[config.mk]
export PLATFORM = sky130hd
export DESIGN_NAME = uart_receiver
export DESIGN_NICKNAME = d
export VERILOG_FILES = /design/src/rtl/uart_receiver_pkg.sv /design/src/rtl/uart_rx_synchronizer.sv /design/src/rtl/uart_receiver.sv
export SDC_FILE = /design/constraint.sdc
export NUM_CORES = 1
export LEC_CHECK = 0
export ABC_AREA = 1
export CORE_ASPECT_RATIO = 1.75
export CORE_MARGIN = 2
export CORE_UTILIZATION = 50
export CTS_CLUSTER_SIZE = 40
export DETAILED_ROUTE_END_ITERATION = 10
export PLACE_DENSITY = 0.77
export SLEW_MARGIN = 20
export SYNTH_ARGS = -nofsm -noshare
export SYNTH_HDL_FRONTEND = slang
export SYNTH_SLANG_ARGS = --single-unit
[constraint.sdc]
create_clock -name clk -period 1.5 [get_ports clk]
set_input_delay 0.3 -clock clk [delete_from_list [all_inputs] [get_ports clk]]
set_output_delay 0.3 -clock clk [all_outputs]
set_load 0.1 [all_outputs]
[src/rtl/uart_receiver_pkg.sv]
// Shared UART receive constants: default baud divisor and receiver state encoding.
package uart_receiver_pkg;

  // 12 MHz board clock at 115200 baud.
  localparam int DEFAULT_CLOCKS_PER_BAUD = 104;

  localparam int StateBits = 3;

  typedef enum logic [StateBits-1:0] {
    Idle     = 3'd0,
    StartBit = 3'd1,
    DataBits = 3'd2,
    StopBit  = 3'd3,
    WaitIdle = 3'd4
  } rx_state_e;

endpackage

[src/rtl/uart_rx_synchronizer.sv]
// Two-flop metastability guard for an asynchronous input; resets to the idle-high level.
module uart_rx_synchronizer (
  input  logic clk,
  input  logic rst,
  input  logic d_i,
  output logic q_o
);

  logic [1:0] sync_q;

  always_ff @(posedge clk) begin
    if (rst) begin
      sync_q <= 2'b11;
    end else begin
      sync_q <= {sync_q[0], d_i};
    end
  end

  assign q_o = sync_q[1];

endmodule

[src/rtl/uart_receiver.sv]
// UART 8N1 receiver: mid-bit sampling of a synchronized rx line, byte handoff with
// valid/done handshake, one-cycle framing-error pulse and sticky overrun flag.
module uart_receiver
  import uart_receiver_pkg::*;
#(
  parameter int ClocksPerBaud = DEFAULT_CLOCKS_PER_BAUD
) (
  input  logic       clk,
  input  logic       rst,
  input  logic       rx_in,
  output logic [7:0] rx_byte_out,
  output logic       rx_byte_valid_out,
  input  logic       rx_byte_done,
  output logic       rx_byte_error_out,
  output logic       rx_overrun_out
);

  localparam int CntBits = $clog2(ClocksPerBaud);
  localparam logic [CntBits-1:0] CntLast     = CntBits'(ClocksPerBaud - 1);
  localparam logic [CntBits-1:0] CntHalfLast = CntBits'(ClocksPerBaud / 2 - 1);

  logic rx_s;

  uart_rx_synchronizer u_sync (
    .clk (clk),
    .rst (rst),
    .d_i (rx_in),
    .q_o (rx_s)
  );

  rx_state_e          state_q, state_d;
  logic [CntBits-1:0] cnt_q, cnt_d;
  logic [2:0]         idx_q, idx_d;
  logic [7:0]         shift_q, shift_d;
  logic [7:0]         byte_q, byte_d;
  logic               valid_q, valid_d;
  logic               error_q, error_d;
  logic               overrun_q, overrun_d;

  always_ff @(posedge clk) begin
    if (rst) begin
      state_q   <= Idle;
      cnt_q     <= '0;
      idx_q     <= '0;
      shift_q   <= '0;
      byte_q    <= '0;
      valid_q   <= 1'b0;
      error_q   <= 1'b0;
      overrun_q <= 1'b0;
    end else begin
      state_q   <= state_d;
      cnt_q     <= cnt_d;
      idx_q     <= idx_d;
      shift_q   <= shift_d;
      byte_q    <= byte_d;
      valid_q   <= valid_d;
      error_q   <= error_d;
      overrun_q <= overrun_d;
    end
  end

  always_comb begin
    state_d   = state_q;
    cnt_d     = cnt_q;
    idx_d     = idx_q;
    shift_d   = shift_q;
    byte_d    = byte_q;
    valid_d   = valid_q;
    error_d   = 1'b0;
    overrun_d = overrun_q;

    if (rx_byte_done && valid_q) begin
      valid_d = 1'b0;
    end

    case (state_q)
      Idle: begin
        if (!rx_s) begin
          state_d = StartBit;
          cnt_d   = '0;
        end
      end

      StartBit: begin
        if (cnt_q == CntHalfLast) begin
          if (rx_s) begin
            state_d = Idle;
          end else begin
            state_d = DataBits;
            cnt_d   = '0;
            idx_d   = '0;
          end
        end else begin
          cnt_d = cnt_q + 1'b1;
        end
      end

      DataBits: begin
        if (cnt_q == CntLast) begin
          shift_d = {rx_s, shift_q[7:1]};
          cnt_d   = '0;
          idx_d   = idx_q + 3'd1;
          if (idx_q == 3'd7) begin
            state_d = StopBit;
          end
        end else begin
          cnt_d = cnt_q + 1'b1;
        end
      end

      StopBit: begin
        if (cnt_q == CntLast) begin
          cnt_d = '0;
          if (rx_s) begin
            // A completing byte wins over a same-cycle done; overrun only if unconsumed.
            byte_d  = shift_q;
            valid_d = 1'b1;
            if (valid_q && !rx_byte_done) begin
              overrun_d = 1'b1;
            end
            state_d = Idle;
          end else begin
            error_d = 1'b1;
            state_d = WaitIdle;
          end
        end else begin
          cnt_d = cnt_q + 1'b1;
        end
      end

      WaitIdle: begin
        if (rx_s) begin
          state_d = Idle;
        end
      end

      default: state_d = Idle;
    endcase
  end

  assign rx_byte_out       = byte_q;
  assign rx_byte_valid_out = valid_q;
  assign rx_byte_error_out = error_q;
  assign rx_overrun_out    = overrun_q;

endmodule

# Word-level counts from Yosys, hierarchy flattened
# Cells that the tools add are included.
dict set report totals {
  reg_bits 34
  in_bits 4
  out_inout_bits 11
  wordCells 62
}
dict set report op_classes {
  add_sub_neg 2
  n_eq_ne 14
  n_mux 22
  bitwise 2
  reduce_logical 13
}
# cell n
set ops {}
lappend ops {{3-bit 2-to-1 mux} 10}
lappend ops {{7-bit 2-to-1 mux} 3}
lappend ops {{7-bit one-hot mux with 3 select lines} 1}
lappend ops {{3-bit one-hot mux with 5 select lines} 1}
lappend ops {{2-bit != test (second input constant)} 6}
lappend ops {{4-bit AND reduction} 2}
lappend ops {{7-bit by 1-bit adder with 7-bit output (second input constant)} 1}
lappend ops {{7-bit by 6-bit equality test with 1-bit output (second input constant)} 1}
lappend ops {{7-bit equality test (second input constant)} 1}
lappend ops {{3-bit by 2-bit equality test with 1-bit output (second input constant)} 2}
lappend ops {{3-bit equality test (second input constant)} 2}
lappend ops {{3-bit one-hot mux with 2 select lines} 1}
lappend ops {{6-bit AND reduction} 1}
lappend ops {{1-bit 2-to-1 mux} 5}
lappend ops {{3-bit by 1-bit adder with 3-bit output (second input constant)} 1}
lappend ops {{3-bit by 1-bit equality test with 1-bit output (second input constant)} 1}
lappend ops {{3-bit logical NOT} 1}
lappend ops {{3-bit AND reduction} 1}
lappend ops {{3-bit nonzero test} 1}
lappend ops {{3-bit OR reduction} 1}
lappend ops {{1-bit logical AND} 2}
lappend ops {{2-bit 2-to-1 mux} 1}
lappend ops {{2-bit by 1-bit != test with 1-bit output (second input constant)} 1}
lappend ops {{1-bit inverter} 2}
lappend ops {{4 further kinds} 4}

# Longest topological paths before layout
# Gate-level depths: netlist (run 1).
dict set report logic_depth {
  word_depth 5
  mapped_depth 10
  ltp_nobuf 10
}

# Modules after synthesis
# From an unflattened synthesis (run 1), not the netlist that was laid out.
dict set report unflattened {
  cells_unflattened 210
  hier_area_um2 1551.5
}
# mod n_inst cells_per_inst area_each_um2 seq_area_each_um2
set modules_own_cells {}
lappend modules_own_cells {uart_receiver 1 203 1492.7 640.6}
lappend modules_own_cells {uart_rx_synchronizer 1 7 58.8 40.0}

# Worst setup path before layout (run 1)
# OpenSTA, ideal clock, no wires.
dict set report synth_timing {
  kind {register to register}
  start {reg valid_q, in the netlist rx_byte_valid_out}
  end {reg overrun_q, in the netlist rx_overrun_out}
  setup_ns 0.067
  arrival_time_ns 1.324
  required_time_ns 1.433
  slack_ns 0.108
  path_stages_with_launch 5
  path_buffers 0
  period_less_slack_ns 1.392
  cell_sequence {dfxtp_1 > inv_1 > nor2_1 > a21oi_1 > nor2_1}
}
dict set report synth_via {
  elab_chain_len 2
}
# element line_no
set synth_lines {}
lappend synth_lines {{start: declaration} uart_receiver.sv:36} ;# logic valid_q, valid_d;
lappend synth_lines {{start signal: assignment} uart_receiver.sv:56} ;# valid_q <= valid_d;
lappend synth_lines {{1-bit logical AND} uart_receiver.sv:118} ;# if (valid_q && !rx_byte_done) begin
lappend synth_lines {{4-bit AND reduction (no source line)} --}
lappend synth_lines {{end signal: assignment} uart_receiver.sv:58} ;# overrun_q <= overrun_d;
lappend synth_lines {{end: declaration} uart_receiver.sv:38} ;# logic overrun_q, overrun_d;
# No other way between the ends.
# A chain may end at the register's enable or synchronous reset.

# Final worst setup path (run 1)
dict set report layout_timing {
  start {reg cnt_q[0]}
  end {reg shift_q[4]}
}
dict set report layout_via {
  elab_chain_len 2
}
# element line_no
set layout_lines {}
lappend layout_lines {{start: declaration} uart_receiver.sv:32} ;# logic [CntBits-1:0] cnt_q, cnt_d;
lappend layout_lines {{start signal: assignment} uart_receiver.sv:52} ;# cnt_q <= cnt_d;
lappend layout_lines {{7-bit equality test} uart_receiver.sv:99} ;# if (cnt_q == CntLast) begin
lappend layout_lines {{2-bit AND reduction (no source line)} --}
lappend layout_lines {{end signal: assignment} uart_receiver.sv:54} ;# shift_q <= shift_d;
lappend layout_lines {{end: declaration} uart_receiver.sv:34} ;# logic [7:0] shift_q, shift_d;
# No other way between the ends.

==> out/metrics.yaml, run 1 <==
final-seq-area_um2: 683
netlist_area_um2: 1600
grtUsageMet1_pct: 25.1
crit_path_end_kind: "flip-flop"
area_growth_pct: 38.9
syn_area_per_cell_um2: 7.31
p_leak_nw: 0.937
rsz0062_at_grt: "yes"
path_class: "reg -> reg"
layout_min_cycle_time_ns: 1.53
gp_congestion: 0.866
drive_above_1_share_pct: 27.1
final_nets: 257
fmax_ghz: 0.654
cp_max_fo: 7
num_vias: 1604
fin_ws_ns: -0.0279
switchingPower_w: 0.00120
drt-pass1-iter-count: 4
drc: 0
root_buffer: "clkbuf_8"
chipHeight_um: 78.8
synth_edf_count: 0
drv_cap: 0
synth_top_area_share_pct: 42.5
p_clk_share_pct: 24.0
cp_slowest_cell: "dfxtp_2"
r2r_slack_ns: -0.03
antenna_found_initial: 0
hpwl_mm: 2.57
p_int_w: 0.00176
yosysWarnings: 0
clock_latency_ns: 0.29
wl_per_cell_um: 14.1
met2_usage_pct: 42.3
p_seq_share_pct: 36.3
fp.dieW_um: 46.8
tritoncts: "yes"
nFillCells: 246
synth.largest_area_cell: "dfxtp_1"
multi_input_area_um2: 938
setup_viol: 3
pwr-share-comb_pct: 39.7
core_area_um2: 3110
fin_crit_sh_pct: 102
yosysSeqAreaShare_pct: 42.5
drt_iter0_markers: 62
relSlewSlack_pct: 73.3
avgViaCountPerCell: 5.46
synth_seq_cells: 34
power.density_nw_per_um2: 1330
worst_pin_slew_ns: 0.400
finalHoldViolCount: 0
swShare_pct: 40.5
clkTransAtPathRegs_ns: 0.07
row_count: 27
die_area_um2: 3690
finalMaxSlewViolations: 0
grt_overflow: 0
drt-total-wl_mm: 4.16
initial_core_util_pct: 51.5
cts_sinks: 34
grt_max_degree: 24
path_cells: "ha_4 -> nand2_4 -> nor2_4 -> nand2_4 -> buf_8 -> buf_4 -> nor3_1 -> nor2_1"
start_kind: "flip-flop"
finalClockSkew_ns: 0.00624
vdd_drop_max_mv: 0.940
cts-hold-fix-buffers: 0
async_reset_ff_share_pct: 0
use_met3_pct: 5.23
ios: 15
grt_pass1_vias: 1596
synthTopCellsByCount: "nor2_1 (49), dfxtp_1 (34), nand2_1 (30)"
grt_pass1_wl_mm: 6.58
synth.most_common_cell: "nor2_1"
synthFlopType: "dfxtp_1"
setup_tns_ns: -0.0620
io_buffer_count: 14
yosys-top-cells-area: "dfxtp_1 (43%), nor2_1 (11%), nand2_1 (7.0%), o21ai_0 (6.3%), inv_1 (4.2%)"
grt_usage_pct: 24.4
crit_required_ns: 1.68
cts-htree-levels: 2
antenna_left: 0
holdWs_ns: 0.414
busiest_layer: "met2"
failed_checks: "negative setup slack"
worst_path_largest_cell_delay_ns: 0.37
synth_nets: 226
netlist_instances: 219
yosysUniqueCellTypes: 27
clockBufferDepth: 2
hp-class: "reg -> reg"
critPathArrivalTime_ns: 1.71
cts_buffers: 5
diodes: 0
outcome: "complete, but fails checks"
crit_top_cell: "nand2_4"
final_core_utilization_pct: 71.5
==> routing by layer <==
metal | share of wire, % | wire length [um] | vias to the layer above
li1 | - | - | 778
met5 | 0 | 0 | -
met4 | 2.8 | 117 | 0
met2 | 57 | 2390 | 50
met1 | 36 | 1500 | 763
met3 | 3.7 | 154 | 13
==> worst max-delay path, delay by kind of cell (launching register included) <==
family                   cells  cell delay [ns]
AND/OR/NAND/NOR              5             0.54
buffers and inverters        2             0.35
adder cells (fa/ha/maj)      1             0.16
flip-flops                   1             0.37
==> through the flow <==
stage | area [um2] | total power (W) | worst slack (ns) | std cells
6_report | 2220 | 0.00297 | -0.0279 | 294
5_1_grt | 2220 | 0.00315 | -0.132 | 294
4_1_cts | 2140 | 0.00276 | 0.00126 | 294
3_5_place_dp | 1920 | 0.00202 | -0.0984 | 277
3_3_place_gp | 1920 | 0.00200 | -0.0642 | 277
2_1_floorplan | 1600 | 0.00178 | 0.108 | 219
==> logic make-up after synthesis <==
family	synth area share, %
XOR/XNOR	0.547
AO/OA/AOI/OAI	10.6
buffers and inverters	6.65
AND/OR/NAND/NOR	37.3
flip-flops	42.5
adder cells (fa/ha/maj)	2.35
==> what timing repair did <==
| item | CTS | global route |
|---|---|---|
| gates cloned | 1 | 1 |
| pin swaps | 5 | 21 |
| setup endpoints to repair | 10 | 28 |
| endpoints found under the hold margin | 0 | 0 |
| gates resized for setup | 7 | 31 |
| setup buffers | 8 | 1 |
==> cell usage in the layout (no fill, tap or decap), drive strengths merged, types with 2 or more instances in the layout <==
master          n
nor3            9
clkdlybuf4s50   3
a21oi          10
nand2          38
inv            18
o21ai          21
ha              3
clkinvlp        2
nand4           7
buf            26
clkbuf          6
nand3          13
nor2           54
or2             2
dfxtp          34
==> power groups by stage <==
stage	Sequential [W]	Combinational [W]	Clock, W
after floorplan	0.00103	0.000742	0
after global placement	0.00107	0.000929	0
after detailed placement	0.00107	0.000953	0
after CTS	0.00106	0.000973	0.000721
after global routing	0.00108	0.00131	0.000761
final	0.00108	0.00118	0.000711
==> path summary, 6_finish.rpt <==
kind / start / to / cells past startpoint
setup reg to reg: cnt_q[0] / shift_q[4] / 8
hold reg to reg: u_sync.sync_q[0] / u_sync.sync_q[1] / 1
setup / recovery: cnt_q[0] / shift_q[4] / 8
hold / removal: u_sync.sync_q[0] / u_sync.sync_q[1] / 1
==> layout make-up <==
type / count / share of cell area, %
inverter: 19 / 3.38
clock inverter: 2 / 0.563
multi-input combinational: 161 / 42.2
clock buffer: 6 / 3.71
sequential: 34 / 30.7
tap: 43 / 2.42
timing repair buffer: 29 / 17.0
==> flip-flops by register name, indices dropped and copies added (netlist names) <==
name,cells
rx_byte_out,8
shift_q,8
cnt_q,7
idx_q,3
state_q,3
u_sync.sync_q,2
rx_byte_error_out,1
rx_byte_valid_out,1
rx_overrun_out,1
(Power assumes the default switching activity.)
==> inputs of run 2 (changes only) <==
Settings changed: CORE_MARGIN 2 to default.
==> out/metrics.yaml, run 2 (synthesis results as in run 1) <==
outcome: "completed"
clock_latency_ns: 0.29  # about the same
tritoncts: "yes"
clockBufferDepth: 2  # unchanged
drc: 0  # unchanged
core_area_um2: 2990  # -3.7%
diodes: 0  # unchanged
top_layer_used: "met4"
setup_viol: 0  # -3
final_core_utilization_pct: 70.2  # -1.3 points
antenna_found_initial: 0  # unchanged
hp-class: "reg -> reg"
fin_crit_sh_pct: 93.5  # -8.3 points
final_nets: 257  # unchanged
cp_max_fo: 7  # unchanged
cts-htree-levels: 2  # unchanged
fmax_ghz: 0.713  # +8.9%
switchingPower_w: 0.00104  # -13%
critPathArrivalTime_ns: 1.62  # -0.09 ns
avgViaCountPerCell: 5.07  # -7.1%
crit_path_end_kind: "flip-flop"
drt-pass1-iter-count: 4  # unchanged
cts_sinks: 34  # unchanged
p_clk_share_pct: 23.0  # -1.0 points
vdd_drop_max_mv: 0.832  # -12%
p_int_w: 0.00169  # -4.0%
row_count: 26  # -3.7%
dr_wl_met2_mm: 1.96  # -18%
nFillCells: 259  # +5.3%
finalClockSkew_ns: 0.0104  # +0.00415 ns
cts-hold-fix-buffers: 0  # unchanged
pre_cts_slack_ns: 0.00178  # +0.100 ns
cp_slowest_cell: "dfxtp_2"
worst_pin_slew_ns: 0.343  # -0.0569 ns
drv_cap: 0  # unchanged
worst_path_largest_cell_delay_ns: 0.35  # -0.02 ns
pwr-share-comb_pct: 38.7  # -1.0 points
crit_buf_inv: 1  # -1
relSlewSlack_pct: 77.1  # +3.8 points
grt_overflow: 0  # unchanged
swShare_pct: 38.0  # -2.5 points
crit_required_ns: 1.72  # +0.04 ns
grt_usage_pct: 23.9  # -0.51 points
cts_buffers: 5  # unchanged
ios: 15  # unchanged
initial_core_util_pct: 53.5  # +2.0 points
layout_common_cells: "nor2_1 (49), dfxtp_1 (32), nand2_1 (30), o21ai_0 (19), inv_1 (18)"
p_leak_nw: 0.911  # -2.8%
start_kind: "flip-flop"
clkTransAtPathRegs_ns: 0.07  # about the same
layout_min_cycle_time_ns: 1.40  # -0.125 ns
wl_per_cell_um: 12.3  # -13%
finalHoldViolCount: 0  # unchanged
path_class: "reg -> reg"
die_area_um2: 3440  # -6.7%
area_growth_pct: 31.4
p_seq_share_pct: 38.4  # +2.1 points
path_cells: "ha_4 -> nand2_2 -> nor2_4 -> nand2_4 -> nor3_4 -> buf_6 -> o21ai_1 -> nor2_1"
num_vias: 1480  # -7.7%
antenna_left: 0  # unchanged
stdcell_count: 292  # -0.68%
fp.dieW_um: 44.8  # -4.3%
wl_met1_mm: 1.44  # -4.1%
root_buffer: "clkbuf_8"
dr_wl_met3_um: 85  # -45%
drive_above_1_share_pct: 21.2  # -5.9 points
crit_family: "simple AND/OR/NAND/NOR gates"
io_buffer_count: 14  # unchanged
hpwl_mm: 2.57  # about the same
dpl.cell_count: 281  # +1.4%
finalMaxSlewViolations: 0  # unchanged
power_w: 0.00273  # -7.8%
fin_ws_ns: 0.0969  # +0.125 ns
final_common_cell: "nor2_1"
drt_iter0_markers: 22  # -65%
power.density_nw_per_um2: 1300  # -2.5%
grt_max_degree: 17  # -29%
drt-total-wl_mm: 3.59  # -14%
grt_pass1_wl_mm: 6.09  # -7.4%
chipHeight_um: 76.8  # -2.5%
gp_congestion: 0.946  # +9.3%
grt_pass1_vias: 1457  # -8.7%
==> run 2: path summary, 6_finish.rpt <==
check	startpoint	slack (ns)	depth (start not counted)	to
setup / recovery	cnt_q[0]	0.1	8	rx_byte_out[0]
hold reg to reg	u_sync.sync_q[0]	0.40	1	u_sync.sync_q[1]
hold / removal	u_sync.sync_q[0]	0.40	1	u_sync.sync_q[1]
setup reg to reg	cnt_q[0]	0.1	8	rx_byte_out[0]
==> run 2: power by group through the flow <==
stage / sequential, W / clock, W / combinational (W)
4_1_cts: 0.00103 / 0.000643 / 0.000998
6_report: 0.00105 / 0.000628 / 0.00106
3_3_place_gp: 0.00105 / 0 / 0.000983
5_1_grt: 0.00106 / 0.000682 / 0.00120
2_1_floorplan: 0.00103 / 0 / 0.000742
3_5_place_dp: 0.00105 / 0 / 0.000992
==> run 2: per-layer routing <==
layer | track usage [%] | vias to the layer above
met5 | 0 | -
met4 | 14.2 | 0
met2 | 41.5 | 18
met3 | 4.94 | 10
li1 | - | 770
met1 | 24.7 | 682
==> run 2: stage by stage <==
stage,hold slack (ns),instance area (um2),TNS (ns)
floorplan,0.389,1600,0
global placement,0.391,1960,0
detailed placement,0.395,1960,0
CTS,0.401,2050,0
global route,0.413,2100,-0.0598
finish,0.396,2100,0
==> run 2: cell type report <==
cell class                 count  area [um2]  share of cell area, %
multi-input combinational    160         841                   40.0
sequential                    34         683                   32.5
timing repair buffer          30         378                   18.0
clock buffer                   7        76.3                   3.63
inverter                      19        71.3                   3.39
tap                           42        52.6                   2.50
==> run 2: repair_timing <==
| action | in CTS | in global routing |
|---|---|---|
| hold endpoints to repair | 0 | 0 |
| setup endpoints to repair | 3 | 22 |
| buffers inserted | 2 | 2 |
| resized for setup | 0 | 10 |
| pin swaps | 1 | 5 |
==> inputs of run 3 (changes only) <==
Settings changed: SLEW_MARGIN 20 to default.
==> results of run 3 <==
Same layout as run 2: the final DEF is identical, and so are final timing and power.
